### src/rtl/teng_harvest_ctrl.sv
// TENG cell sequencer: arm on |Vteng|, track the peak, harvest through the switch,
// then pulse the cell charge-reset. A one-cycle GAP state keeps sw_harv and en apart.
module teng_harvest_ctrl #(
  parameter int ADC_W     = 12,
  parameter int V_MIN     = 200,
  parameter int PEAK_DROP = 16,
  parameter int V_END     = 32,
  parameter int HARV_MAX  = 64,
  parameter int RST_CYC   = 8,
  parameter int TMO       = 1024,
  parameter int CNT_W     = 16
) (
  input  logic             clk,
  input  logic             rst,
  input  logic             enable_i,
  input  logic             adc_vld,
  input  logic [ADC_W-1:0] adc_data,
  input  logic             clr_flag,
  output logic             adc_req,
  output logic             sw_harv,
  output logic             en,
  output logic             busy,
  output logic [CNT_W-1:0] harv_cnt,
  output logic [ADC_W-1:0] peak_val,
  output logic             tmo_flag
);
  localparam int TW = $clog2(TMO + 1);
  localparam int HW = $clog2(HARV_MAX + 1);
  localparam int RW = $clog2(RST_CYC + 1);

  localparam logic [ADC_W-1:0] VMIN_C = ADC_W'(V_MIN);
  localparam logic [ADC_W-1:0] DROP_C = ADC_W'(PEAK_DROP);
  localparam logic [ADC_W-1:0] VEND_C = ADC_W'(V_END);
  localparam logic [ADC_W-1:0] NEG_FS = {1'b1, {(ADC_W-1){1'b0}}};
  localparam logic [ADC_W-1:0] POS_FS = {1'b0, {(ADC_W-1){1'b1}}};
  localparam logic [ADC_W-1:0] ONE_C  = {{(ADC_W-1){1'b0}}, 1'b1};

  typedef enum logic [2:0] {S_IDLE, S_ARM, S_TRACK, S_HARV, S_GAP, S_RESET} state_t;

  state_t           state, state_nx;
  logic [ADC_W-1:0] mag, peak;
  logic [TW-1:0]    timer;
  logic [HW-1:0]    hcnt;
  logic [RW-1:0]    rcnt;
  logic             acc, peak_exit, tmo_exit, harv_done;

  assign acc = adc_req & adc_vld;

  // Most-negative code has no positive twin; clamp it to full scale.
  always_comb begin
    if (!adc_data[ADC_W-1])    mag = adc_data;
    else if (adc_data == NEG_FS) mag = POS_FS;
    else                        mag = (~adc_data) + ONE_C;
  end

  always_ff @(posedge clk) begin
    if (rst) state <= S_IDLE;
    else     state <= state_nx;
  end

  always_comb begin
    state_nx  = state;
    peak_exit = 1'b0;
    tmo_exit  = 1'b0;
    harv_done = 1'b0;
    case (state)
      S_IDLE:  if (enable_i) state_nx = S_ARM;
      S_ARM: begin
        if (!enable_i)                  state_nx = S_IDLE;
        else if (acc && mag >= VMIN_C)  state_nx = S_TRACK;
      end
      S_TRACK: begin
        if (!enable_i) state_nx = S_RESET;
        else if (acc && mag <= peak && (peak - mag) >= DROP_C) begin
          state_nx  = S_HARV;
          peak_exit = 1'b1;
        end else if (timer == TW'(TMO - 1)) begin
          state_nx = S_RESET;
          tmo_exit = 1'b1;
        end
      end
      S_HARV: begin
        if (!enable_i) state_nx = S_GAP;
        else if ((acc && mag <= VEND_C) || hcnt == HW'(HARV_MAX - 1)) begin
          state_nx  = S_GAP;
          harv_done = 1'b1;
        end
      end
      S_GAP:   state_nx = S_RESET;
      S_RESET: if (rcnt == RW'(RST_CYC - 1)) state_nx = enable_i ? S_ARM : S_IDLE;
      default: state_nx = S_IDLE;
    endcase
  end

  always_comb begin
    adc_req = (state == S_ARM) || (state == S_TRACK) || (state == S_HARV);
    sw_harv = (state == S_HARV);
    en      = (state == S_RESET);
    busy    = (state != S_IDLE);
  end

  always_ff @(posedge clk) begin
    if (rst) begin
      peak     <= '0;
      peak_val <= '0;
      timer    <= '0;
      hcnt     <= '0;
      rcnt     <= '0;
      harv_cnt <= '0;
      tmo_flag <= 1'b0;
    end else begin
      timer <= (state == S_TRACK) ? timer + 1'b1 : '0;
      hcnt  <= (state == S_HARV)  ? hcnt + 1'b1  : '0;
      rcnt  <= (state == S_RESET) ? rcnt + 1'b1  : '0;
      if (state == S_ARM && state_nx == S_TRACK)               peak <= mag;
      else if (state == S_TRACK && enable_i && acc && mag > peak) peak <= mag;
      if (peak_exit) peak_val <= peak;
      if (harv_done && harv_cnt != '1) harv_cnt <= harv_cnt + 1'b1;
      if (tmo_exit)      tmo_flag <= 1'b1;
      else if (clr_flag) tmo_flag <= 1'b0;
    end
  end
endmodule

### config.mk
export PLATFORM = sky130hd
export DESIGN_NAME = teng_harvest_ctrl
export DESIGN_NICKNAME = d
export VERILOG_FILES = /design/src/rtl/teng_harvest_ctrl.sv
export SDC_FILE = /design/constraint.sdc
export NUM_CORES = 1
export LEC_CHECK = 0
export BUFFER_PORTS_ARGS = -buffer_cell sky130_fd_sc_hd__buf_2
export CAP_MARGIN = 20
export CELL_PAD_IN_SITES_DETAIL_PLACEMENT = 1
export CELL_PAD_IN_SITES_GLOBAL_PLACEMENT = 2
export CORE_ASPECT_RATIO = 1.5
export CORE_UTILIZATION = 35
export CTS_BUF_LIST = sky130_fd_sc_hd__clkbuf_4 sky130_fd_sc_hd__clkbuf_8 sky130_fd_sc_hd__clkbuf_16
export DETAILED_ROUTE_END_ITERATION = 12
export GPL_ROUTABILITY_DRIVEN = 0
export PLACE_DENSITY_LB_ADDON = 0.12
export REMOVE_ABC_BUFFERS = 1
export SYNTH_ARGS = -nofsm -noshare
export SYNTH_HDL_FRONTEND = slang
export SYNTH_SLANG_ARGS = --single-unit
### constraint.sdc
create_clock -name clk -period 5.4 [get_ports clk]
set_clock_uncertainty 0.15 [all_clocks]
set_input_delay 0.54 -clock clk [delete_from_list [all_inputs] [get_ports clk]]
set_output_delay 0.54 -clock clk [all_outputs]
set_load 0.01 [all_outputs]
# Yosys cells after proc, flatten, opt, wreduce, memory -nomap -nowiden
# Cells that the tools add are included.
# word_totals
ramBits	0
rom_bits	0
output_inout_bits	33
latchBits	0
register_bits	66
memories	0
# classes
reduce_logical	19
add_sub_neg	6
n_mul	0
n_lt_le_gt_ge	5
muxes	27
bitwise	5
n_div	0
eq_ne	11
shifts	0
# op_table
op	count
$mux W12	4
$mux W3	9
$pmux W3 S6	1
$add A16 B1 Y16 const B	1
$ne A16 B16 Y1 const B	1
$mux W1	13
$add A12 B1 Y12 const B	1
$eq A12 B12 Y1 const B	1
$ge A12 B5 Y1 const B	1
$ge A12 B8 Y1 const B	1
$gt A12 B12 Y1	1
$le A12 B12 Y1	1
$le A12 B6 Y1 const B	1
$not A12 Y12	1
$sub A12 B12 Y12	1
$add A11 B1 Y11 const B	1
$eq A11 B10 Y1 const B	1
$eq A3 B2 Y1 const B	3
$logic_and A1 B1 Y1	9
$add A7 B1 Y7 const B	1
$eq A7 B6 Y1 const B	1
$eq A3 B3 Y1 const B	2
$reduce_or A2 Y1	3
$add A4 B1 Y4 const B	1
8 further kinds	13

# Depth between registers and ports, before layout
# Gate-level depths: netlist (run 1).
# depth
depth_word	13
mapped_depth	19
ltp_nobuf	17

# Least setup slack after synthesis (run 1)
# No wires, ideal clock.
# synth_path
path_type	input -> register
start	in adc_data[6]
end	reg peak_val[10]
setup_ns	0.128
n_path_buf	2
setup_slack_ns	0.751
required_time_ns	5.122
arrival_time_ns	4.371
stages	13
cell_sequence	buf_2 -> or3_4 -> or4b_1 -> or4_1 -> ha_1 -> or3b_2 -> nor3_1 -> nor4_1 -> mux2_2 -> a211oi_1 -> buf_2 -> mux2i_1 -> nor2_1
# synth_between
elab_chain_len	10
elab_cells_between_ends	13
# synth_rtl
element	line	rtl
start, declared	17	input logic [ADC_W-1:0] adc_data,
$not A12 Y12	53	else mag = (~adc_data) + ONE_C;
$add A12 B1 Y12	53	
$mux W12	52	else if (adc_data == NEG_FS) mag = POS_FS;
$mux W12 *	51	if (!adc_data[ADC_W-1]) mag = adc_data;
$sub A12 B12 Y12 / $le A12 B12 Y1 (equally long branches)	74	else if (acc && mag <= peak && (peak - mag) >= DROP_C) begin
$ge A12 B5 Y1 / $logic_and A1 B1 Y1 (equally long branches)	74	
$logic_and A1 B1 Y1 *	74	
$mux W1 *	74	
$mux W1 *	73	if (!enable_i) state_nx = S_RESET;
$mux W1 *	66	case (state)
end signal, assigned	117	if (peak_exit) peak_val <= peak;
end, declared	24	output logic [ADC_W-1:0] peak_val,
# Mark *: on every way between the ends. The rest lies on a longest branch, timed or not.
# A chain may end at the register's enable or synchronous reset.

# Worst setup path after layout (run 1)
# layout_path
start	in adc_data[4]
end	reg tmo_flag
# layout_between
elab_chain_len	11
elab_cells_between_ends	15
# layout_rtl
element	line	rtl
$not A12 Y12	53	
$add A12 B1 Y12	53	
$mux W12	52	
$mux W12 *	51	
$sub A12 B12 Y12 / $le A12 B12 Y1 (equally long branches)	74	
$ge A12 B5 Y1 / $logic_and A1 B1 Y1 (equally long branches)	74	
$logic_and A1 B1 Y1 *	74	
$mux W1 *	74	
$mux W1 *	73	
$mux W1 *	66	
$mux W1 / $reduce_bool A2 Y1 (equally long branches)	n/a	
end signal, assigned	110	tmo_flag <= 1'b0;
end signal, assigned	119	if (tmo_exit) tmo_flag <= 1'b1;
end signal, assigned	120	else if (clr_flag) tmo_flag <= 1'b0;
end, declared	25	output logic tmo_flag
# Marks and branches as above.

==> results of run 1 <==
report_power, final:
group | total [µW] | internal, µW | switching, µW
logic | 165 | 63.9 | 101
registers | 498 | 492 | 6.14
clock network | 697 | 456 | 241
worst max-delay path: cells and delay by family:
| family | cells | cell delay, ns |
|---|---|---|
| AO/OA/AOI/OAI | 5 | 1.67 |
| adder cells (fa/ha/maj) | 1 | 0.40 |
| buffers and inverters | 2 | 0.21 |
| AND/OR/NAND/NOR | 7 | 1.82 |
placed cells by master (no fill, tap or decap), drive strengths merged, types with 4 or more instances in the layout:
master / instances
inv: 26
mux2i: 22
or2: 4
and2: 4
mux2: 9
xnor2: 16
nand2: 31
nor2b: 12
xor2: 7
ha: 19
or3: 8
a21oi: 18
o21a: 4
nand3: 18
nor3b: 7
nor3: 12
a211oi: 11
dfxtp: 66
o211ai: 4
nor4: 5
a21o: 6
and3: 9
nand2b: 12
nand4: 7
clkbuf: 9
nor2: 84
buf: 56
o21ai: 20
how the worst max path moves through the flow:
stage                      from           to  slack (ns)  depth (start not counted)
global route        adc_data[8]     tmo_flag        0.58                         14
floorplan           adc_data[8]  peak_val[0]        0.16                         11
global placement    adc_data[8]  peak_val[4]        0.64                         15
detailed placement  adc_data[4]     tmo_flag        0.54                         15
CTS                 adc_data[4]     tmo_flag        0.88                         15
finish              adc_data[4]     tmo_flag        0.86                         15
cells by family (layout without fill, tap and decap cells):
family                     Yosys count  count (layout)  synth area share [%]
adders and majority gates           19              19                  5.77
and+or+nand+nor                    225             225                  29.1
AOI/OAI and AO/OA                   88              88                  15.4
DFF                                 66              66                  32.1
xor gates and xnor gates            23              23                  4.89
buffers and inverters               45              96                  4.55
muxes                               31              31                  8.26
cell type report:
cell class / count / area (µm²)
inverter: 24 / 90.1
timing repair buffer: 56 / 298
multi-input combinational: 386 / 2620
clock inverter: 7 / 125
fill: 1394 / 6610
sequential: 66 / 1320
tap: 150 / 188
clock buffer: 9 / 225
metal layers:
metal	vias up	share of wire [%]
met5	-	0
met4	0	3.1
met3	18	2.7
met2	49	53
met1	1761	42
li1	1843	-
synth_stat cells, types with 2 or more instances:
cell type  number
nand3_2         2
o211ai_1        4
nand4_1         7
a21boi_0        2
nor3b_1         6
ha_1           19
xnor2_1        16
nand2_1        31
mux2_1          2
o31ai_1         2
a211oi_1       11
nor2_1         82
o311a_1         2
or2_2           3
clkbuf_1       16
and2_1          4
mux2_2          2
a2111oi_0       2
inv_1          24
buf_2           3
nor3_1         10
nand3_1        16
a21oi_1        18
o21ai_0        17
a21o_1          6
nand2b_1       12
o41ai_1         2
nor4_1          4
and3_1          9
xor2_1          7
mux2_4          5
o21a_1          4
nor2b_1        12
buf_6           2
or4_1           2
mux2i_1        22
or3_1           7
dfxtp_1        66
per-stage QoR:
stage | hold WS (ns) | worst slack, ns | total power [µW] | std cells
global placement | 0.278 | 0.637 | 669 | 682
finish | 0.300 | 0.857 | 1360 | 698
CTS | 0.309 | 0.876 | 1380 | 698
global route | 0.320 | 0.581 | 1420 | 698
detailed placement | 0.295 | 0.539 | 674 | 682
floorplan | 0.268 | 0.155 | 613 | 476
state kept, by name, summed over array words and instances (netlist names):
| signal | cells |
|---|---|
| state | 3 |
| harv_cnt | 16 |
| peak_val | 12 |
| timer | 11 |
| hcnt | 7 |
| rcnt | 4 |
| peak | 12 |
| tmo_flag | 1 |
==> summary.txt, run 1 <==
Hold path
  • Min-delay src: rcnt[0]
  • Worst Hold End: rcnt[0]
  • WHS Path Cells: 1
  • Worst Hold Class: reg -> reg

Critical path
  • CP cell instances: buf_2, or4_1, nor2_1, nand2_1, nand2b_1, inv_1, ha_1, or2_2, a21boi_0, o21ai_0, or2_2, a2111oi_0, a21oi_1, o32a_1, nor2_1
  • Reg2Reg Capture Point: tmo_flag
  • Worst endpoint required time: 5.52 ns
  • Crit path kind: in -> reg
  • R2R Setup Slk: 2.19 ns
  • Crit start category: primary input
  • Slowest CP cell: or4_1
  • Max FO, Critical Path: 7
  • Worst setup EP type: flop
  • Worst path max stage delay: 0.67 ns
  • Worst endpoint data arrival time: 4.66 ns
  • Reg2reg start: peak[5]
  • Reg2reg path depth: 9

Yosys
  • Seq cells post-synth: 66
  • Library cells used by synthesis: 74
  • Share of the synthesized area in the top cell type: 32.1%
  • Mapped cell area: 0.00412 mm²
  • Mapped Avg Cell Area: 8.29 µm²
  • Ranking of synthesized cells by area: dfxtp_1 32%, nor2_1 7.5%, ha_1 5.8%
  • Ys async rst share: 0%
  • Cell taking the most area after synthesis: dfxtp_1
  • Post-synthesis sequential area ratio: 32.1%
  • Yosys warns: 0
  • Synthesized instance count: 497
  • Number of enable flip-flop cells after synthesis: 0
  • Synth Flop Type: dfxtp_1

Route
  • Vias: 3671
  • WL/cell: 16.1 µm
  • Post-DRT Antenna Nets: 0
  • DR pass1 iterations: 5
  • Iter 0 DRT Violations: 96
  • DR DRC count: 0
  • Routed WL: 11200 µm
  • Routed vias/inst: 5.26

CTS
  • Worst-path clk slew: 0.06 ns
  • CTS resizes: 0
  • CTS tree: yes
  • CTS hold repair buffers: 0
  • Htree depth: 3
  • CTS sink cnt: 66
  • Max Root-Sink Buffers: 2
  • Root Driver: clkbuf_16
  • Total CTS buffers: 9
  • Skew-Pair Late Insertion Delay: 0.34 ns
  • Setup bufs post-CTS: 0

Timing
  • Worst slew pin tran: 0.657 ns
  • Max Slew Vio Count: 0
  • # setup viols final: 0
  • Final Hold Violating Endpoints: 0
  • Fin crit share: 84.1%
  • Max-Slew Margin vs Limit: 55.1%
  • Crit path time final: 4.54 ns
  • Fmax: 220 MHz
  • Setup TNS: 0 ns
  • RSZ-0062 raised after global routing: false

Global routing
  • GR Layer Usage met1: 20.4%
  • First-pass GRT wire length: 18400 µm
  • Initial antenna violation count: 0
  • GRT Max-Usage Layer: met2
  • Routing usage on met3: 3.83%
  • Pin count of the biggest net entering global routing: 55
  • Overflow after GRT: 0
  • Grt met2 use: 36.1%
  • GRT Util Overall: 19.2%
  • Vias in the first global route: 3745

Floorplanning
  • Die Width: 90.6 µm
  • Row count: 48
  • Initial Util: 35.9%
  • Total die area: 0.0122 mm²
  • Height of the chip: 135 µm
  • Total I/O pin count: 50
  • Core Box Area: 0.0115 mm²

Cells and area
  • Final Net Count: 579
  • Diode count: 0
  • Final cell area excluding filler cells: 0.00486 mm²
  • Synth-to-Final Area Change: 18.0%
  • Fin util: 42.4%
  • Proportion of layout cells with a drive suffix above 1: 18.6%

Pwr
  • Pleak: 0.00194 µW
  • Max VDD drop: 0.160 mV
  • P per Cell Area: 279 mW/mm²

Job
  • Total of max-cap violations: 0

Placed design
  • IO buf count: 49
  • Placed Area: 0.00451 mm²
  • Post-DP HPWL: 8600 µm

Run status
  • Status: complete, no violations
Note: power is estimated with default switching activity, not from simulation.
==> inputs of run 2 (changes only) <==
Clock period 5.4 ns to 4.7 ns, I/O delays scaled along.
==> summary.txt, run 2 (same netlist as run 1, synthesis figures left out) <==
Run status
  • Status: complete, no violations

CTS
  • Skew-Pair Late Insertion Delay: 0.33 ns (about the same)
  • Total CTS buffers: 9 (unchanged)
  • CTS sink cnt: 66 (unchanged)
  • CTS hold repair buffers: 0 (unchanged)
  • Worst-path clk slew: 0.06 ns (about the same)
  • CTS tree: yes
  • CTS resizes: 0 (unchanged)
  • Setup bufs post-CTS: 0 (unchanged)
  • Max Root-Sink Buffers: 2 (unchanged)
  • Root Driver: clkbuf_16
  • Htree depth: 3 (unchanged)

Cells and area
  • Most frequent cells in the layout: 82 x nor2_1, 66 x dfxtp_1, 49 x buf_2
  • Fill cells: 1382 (-0.86%)
  • Commonest non-fill, non-tap cell in the layout: nor2_1
  • Final Net Count: 587 (+1.4%)
  • Diode count: 0 (unchanged)
  • Area of the multi-input gates: 0.00262 mm² (unchanged)
  • Max reg flops: 16 (unchanged)
  • Biggest regs: harv_cnt x16, peak x12, peak_val x12
  • Synth-to-Final Area Change: 18.7%
  • Reg with most FFs: harv_cnt
  • FF+latch area: 0.00132 mm² (unchanged)
  • Proportion of layout cells with a drive suffix above 1: 19.8% (+1.2 points)

Timing
  • Fin crit share: 91.2%
  • Worst hold slack: 0.289 ns (-0.0108 ns)
  • Max Slew Vio Count: 0 (unchanged)
  • Fmax: 233 MHz
  • Final Hold Violating Endpoints: 0 (unchanged)
  • Max-Slew Margin vs Limit: 33.0% (-22 points)
  • # setup viols final: 0 (unchanged)
  • Worst slew pin tran: 1.00 ns (+0.347 ns)
  • RSZ-0062 raised after global routing: false
  • Worst setup margin: 0.415 ns (-0.442 ns)
  • Crit path time final: 4.29 ns

Global routing
  • Pin count of the biggest net entering global routing: 55 (unchanged)
  • Vias in the first global route: 3943 (+5.3%)
  • Initial antenna violation count: 0 (unchanged)
  • Overflow after GRT: 0 (unchanged)
  • First-pass GRT wire length: 18900 µm (+2.5%)
  • GRT Util Overall: 19.5% (+0.28 points)

Pwr
  • Share of power burned in registers: 39.5% (+2.9 points)
  • Max VDD drop: 0.185 mV (+15%)
  • P per Cell Area: 296 mW/mm² (+6.0%)
  • Clock network power share: 47.2% (-4.1 points)
  • Sw Share: 26.4% (+0.76 points)
  • Logic gate share of total power: 13.3% (+1.2 points)
  • Pleak: 0.00195 µW (+0.61%)
  • Psw: 382 µW (+9.8%)
  • Int Pwr: 1070 µW (+5.5%)

Floorplanning
  • Initial Util: 35.9% (unchanged)
  • Die Width: 90.6 µm (unchanged)
  • Total I/O pin count: 50 (unchanged)
  • Total die area: 0.0122 mm² (unchanged)
  • Core Box Area: 0.0115 mm² (unchanged)
  • Row count: 48 (unchanged)
  • Height of the chip: 135 µm (unchanged)

Route
  • Iter 0 DRT Violations: 102 (+6.3%)
  • Vias: 3715 (+1.2%)
  • DR DRC count: 0 (unchanged)
  • WL/cell: 16.0 µm (-0.33%)
  • DR pass1 iterations: 4 (-1)
  • Routed vias/inst: 5.26 (about the same)
  • Routed WL: 11300 µm (+0.81%)
  • Post-DRT Antenna Nets: 0 (unchanged)

Critical path
  • Max FO, Critical Path: 12 (+5)
  • Crit start category: primary input
  • CP cell instances: buf_2, or4_1, o21ai_0, mux2i_1, inv_1, ha_1, a2111oi_0, a211oi_1, a211oi_1, a2111oi_0, buf_4, a211oi_2, buf_12, mux2i_1, nor2_1
  • Worst setup EP type: flop
  • Crit path kind: in -> reg
  • Worst path max stage delay: 0.67 ns (about the same)
  • Slowest CP cell: or4_1
  • Worst endpoint required time: 4.73 ns (-0.79 ns)
  • Worst endpoint data arrival time: 4.31 ns (-0.35 ns)

Job
  • Total of max-cap violations: 0 (unchanged)

Placed design
  • IO buf count: 49 (unchanged)
  • Setup WS pre-CTS: 0.0988 ns (-0.440 ns)
  • Post-DP HPWL: 8730 µm (+1.5%)

Hold path
  • Worst Hold Class: in -> reg
-- run 2: final timing paths --
check | endpoint | slack, ns | startpoint | cells past startpoint
setup / recovery | peak_val[4] | 0.41 | adc_data[4] | 15
hold reg to reg | timer[0] | 0.30 | timer[0] | 1
hold / removal | tmo_flag | 0.29 | clr_flag | 3
setup reg to reg | harv_cnt[15] | 1.56 | state[0] | 8
-- run 2: routing by layer --
| metal | global-route usage [%] | share of wire, % | vias to the layer above |
|---|---|---|---|
| met1 | 20.2 | 41 | 1777 |
| met5 | 0 | 0 | - |
| met2 | 36.8 | 53 | 47 |
| met3 | 3.60 | 2.1 | 23 |
| li1 | - | - | 1868 |
| met4 | 10.5 | 4.3 | 0 |
-- run 2: worst max-delay path, delay by kind of cell --
family,cells,cell delay (ns)
AO/OA/AOI/OAI,6,1.56
adder cells (fa/ha/maj),1,0.25
AND/OR/NAND/NOR,2,0.73
buffers and inverters,4,0.60
multiplexers,2,0.69
-- run 2: layout make-up --
cell class / count / area share, %
multi-input cells: 386 / 53.5
flip-flops and latches: 66 / 27.0
repair buffers: 64 / 7.57
clock buffers: 10 / 4.88
well taps: 150 / 3.84
inverters: 24 / 1.84
clock inverters: 6 / 1.36
-- run 2: metrics by stage --
stage | setup TNS, ns | util [%] | instances | power (µW) | cell area (µm²)
5_1_grt | 0 | 42.6 | 706 | 1520 | 4890
3_3_place_gp | 0 | 40.0 | 690 | 774 | 4590
3_5_place_dp | 0 | 40.0 | 690 | 777 | 4590
2_1_floorplan | -5.70 | - | 476 | 705 | 4020
6_report | 0 | 42.6 | 706 | 1450 | 4890
4_1_cts | 0 | 42.6 | 706 | 1470 | 4890
-- run 2: power groups by stage --
stage / registers [µW] / clock network, µW / logic, µW
4_1_cts: 573 / 705 / 194
5_1_grt: 573 / 730 / 216
3_3_place_gp: 585 / 0 / 190
2_1_floorplan: 582 / 0 / 123
6_report: 572 / 684 / 193
3_5_place_dp: 585 / 0 / 192
==> inputs of run 3 (changes only) <==
Settings changed: ABC_AREA set to 1, BUFFER_PORTS_ARGS -buffer_cell sky130_fd_sc_hd__buf_2 to not set, DONT_BUFFER_PORTS set to 1.
==> summary.txt, run 3 <==
Run status
  • Status: complete, no violations

Critical path
  • Worst path max stage delay: 0.63 ns (-0.04 ns)
  • Crit path kind: in -> reg
  • Buf+Inv Stages, Crit Path: 2 (-2)
  • R2R Setup Slk: 1.66 ns (+0.10 ns)
  • Worst endpoint required time: 4.83 ns (+0.10 ns)
  • Max FO, Critical Path: 24 (+12)
  • Reg2Reg Capture Point: harv_cnt[14]
  • CP cell instances: inv_2, ha_1, nand2_2, inv_2, nand3_2, nand2_1, nand2_1, ha_1, nand2_1, nand2_1, nand3_1, nand2_1, nand2_1, nand2_1, a21oi_1, nand3_1, nand3b_1, nand2_1, nor2_1
  • Reg2reg path depth: 8 (unchanged)
  • Family with the most delay on the worst path: simple AND/OR/NAND/NOR gates
  • Critical path launch point: adc_data[0]
  • Crit path depth: 19 (+4)
  • Crit path top cell by count: nand2_1
  • Crit path capture: peak[6]
  • Reg2reg start: harv_cnt[0]
  • Worst setup EP type: flop
  • Slowest CP cell: nand3_1
  • Worst endpoint data arrival time: 3.64 ns (-0.67 ns)
  • Crit start category: primary input

Cells and area
  • Final cell area excluding filler cells: 0.00473 mm² (-3.3%)
  • Layout Cells excl Fill: 810 (+15%)
  • Area of the multi-input gates: 0.00253 mm² (-3.3%)
  • Fin util: 39.4% (-3.3 points)
  • Commonest non-fill, non-tap cell in the layout: nand2_1
  • Fill cells: 1599 (+16%)
  • Reg with most FFs: harv_cnt
  • Max reg flops: 16 (unchanged)
  • Final Net Count: 688 (+17%)
  • Most frequent cells in the layout: 146 x nand2_1, 89 x inv_1, 79 x nor2_1
  • Synth-to-Final Area Change: 9.12%
  • FF+latch area: 0.00132 mm² (unchanged)
  • Proportion of layout cells with a drive suffix above 1: 7.76% (-12 points)
  • Biggest regs: harv_cnt x16, peak x12, peak_val x12
  • Diode count: 0 (unchanged)

Yosys
  • Synth Flop Type: dfxtp_1
  • Mux share of post-synthesis cell area: 0% (-8.3 points)
  • Mapped Avg Cell Area: 6.60 µm² (-20%)
  • Mapped cell area: 0.00433 mm² (+5.2%)
  • Share of the synthesized area in the top cell type: 30.5% (-1.6 points)
  • Largest family of logic cells by synthesized area: simple AND/OR/NAND/NOR gates
  • Post-synthesis sequential area ratio: 30.5% (-1.6 points)
  • Ys async rst share: 0% (unchanged)
  • Cell taking the most area after synthesis: dfxtp_1
  • Ranking of synthesized cells by area: dfxtp_1 30%, nand2_1 13%, inv_1 7.7%
  • Compound-gate portion of the synthesized area: 10.8% (-4.6 points)
  • Yosys warns: 0 (unchanged)
  • Number of enable flip-flop cells after synthesis: 0 (unchanged)
  • XOR/XNOR share of the synthesized area: 3.64% (-1.3 points)
  • Post-Synth Adder-Cell Area: 5.48% (-0.28 points)
  • Library cells used by synthesis: 39 (-47%)
  • Seq cells post-synth: 66 (unchanged)
  • Simple-gate share of the synthesized area: 38.4% (+9.4 points)
  • Synthesized instance count: 657 (+32%)
  • Synth cell count leaders: 146 x nand2_1, 89 x inv_1, 79 x nor2_1
  • Count leader, synth: nand2_1

Route
  • WL/cell: 15.4 µm (-3.9%)
  • Iter 0 DRT Violations: 105 (+2.9%)
  • Vias: 4106 (+11%)
  • DR pass1 iterations: 5 (+1)
  • Post-DRT Antenna Nets: 0 (unchanged)
  • DR DRC count: 0 (unchanged)
  • Routed WL: 12500 µm (+10%)
  • Routed vias/inst: 5.07 (-3.7%)

CTS
  • Worst-path clk slew: 0.06 ns (about the same)
  • CTS sink cnt: 66 (unchanged)
  • Htree depth: 3 (unchanged)
  • Setup bufs post-CTS: 0 (unchanged)
  • CTS hold repair buffers: 0 (unchanged)
  • Skew-Pair Late Insertion Delay: 0.34 ns (about the same)
  • Root Driver: clkbuf_16
  • CTS tree: yes
  • CTS resizes: 0 (unchanged)
  • Total CTS buffers: 9 (unchanged)
  • Max Root-Sink Buffers: 2 (unchanged)

Global routing
  • First-pass GRT wire length: 21200 µm (+12%)
  • Initial antenna violation count: 1 (+1)
  • Pin count of the biggest net entering global routing: 34 (-38%)
  • GRT Util Overall: 21.0% (+1.5 points)
  • Overflow after GRT: 0 (unchanged)
  • Vias in the first global route: 4478 (+14%)

Timing
  • RSZ-0062 raised after global routing: false
  • Final Hold Violating Endpoints: 0 (unchanged)
  • Setup TNS: 0 ns (unchanged)
  • Worst slew pin tran: 0.870 ns (-0.134 ns)
  • Worst hold slack: 0.0428 ns (-0.246 ns)
  • Crit path time final: 3.51 ns (-0.775 ns)
  • # setup viols final: 0 (unchanged)
  • Fmax: 285 MHz (+22%)
  • Max Slew Vio Count: 0 (unchanged)
  • Fin crit share: 74.7% (-16 points)
  • Max-Slew Margin vs Limit: 41.8% (+8.8 points)

Pwr
  • P per Cell Area: 290 mW/mm² (-2.2%)
  • Int Pwr: 1020 µW (-4.8%)
  • Max VDD drop: 0.189 mV (+2.4%)
  • Logic gate share of total power: 8.8% (-4.5 points)
  • Sw Share: 25.9% (-0.50 points)
  • Psw: 355 µW (-7.2%)
  • Clock network power share: 50.1% (+2.9 points)
  • Pleak: 0.00206 µW (+5.5%)
  • Share of power burned in registers: 41.1% (+1.6 points)

Placed design
  • Placed Area: 0.00443 mm² (-3.4%)
  • IO buf count: 0 (-100%)
  • Total placed cells including tap cells: 794 (+15%)
  • Post-DP HPWL: 9980 µm (+14%)

Floorplanning
  • Height of the chip: 138 µm (+2.5%)
  • Total I/O pin count: 50 (unchanged)
  • Die Width: 92.9 µm (+2.5%)
  • Initial Util: 36.1% (+0.14 points)
  • Core Box Area: 0.0120 mm² (+4.8%)
  • Row count: 49 (+2.1%)
  • Total die area: 0.0128 mm² (+5.1%)

Hold path
  • Worst Hold Class: in -> reg

Job
  • Total of max-cap violations: 0 (unchanged)
## run 3: power by group through the flow
stage               clock [µW]  combinational [µW]  sequential [µW]
detailed placement           0                 121              576
global route               735                 139              564
finish                     686                 121              564
CTS                        711                 122              564
global placement             0                 120              576
floorplan                    0                94.2              575
## run 3: stage by stage
stage	total power [µW]	setup WS, ns
finish	1370	1.19
global route	1440	0.734
CTS	1400	1.19
detailed placement	698	0.835
global placement	696	0.957
floorplan	669	1.36
## run 3: layout make-up
type,instances,share of cell area (%)
Clock buffer,9,4.76
Clock inverter,7,1.59
Inverter,97,7.70
Multi-Input combinational cell,475,53.5
Sequential cell,66,27.9
Tap cell,153,4.05
Timing Repair Buffer,3,0.476
## run 3: logic make-up (layout without fill, tap and decap cells)
group,after synthesis,count (layout)
DFF,66,66
xor gates and xnor gates,18,18
adders and majority gates,19,19
AOI/OAI and AO/OA,87,87
buffers and inverters,116,116
and+or+nand+nor,351,351
## run 3: how the worst min path moves through the flow
stage                 start           to  slack (ns)  cells after the start
finish                  rst  harv_cnt[5]        0.04                      1
global route            rst  harv_cnt[9]        0.03                      1
CTS                     rst  harv_cnt[5]        0.03                      1
detailed placement  rcnt[0]      rcnt[0]        0.29                      1
global placement    rcnt[0]      rcnt[0]        0.28                      1
floorplan           hcnt[0]      hcnt[0]        0.27                      1
## run 3: per-layer routing
layer	wire (µm)	vias to the layer above	global-route usage, %	part of all wire (%)
met2	6870	55	41.0	55
met5	13	-	0	0.10
met4	341	2	7.69	2.7
li1	-	2100	-	-
met3	455	19	5.17	3.7
met1	4770	1930	20.5	38
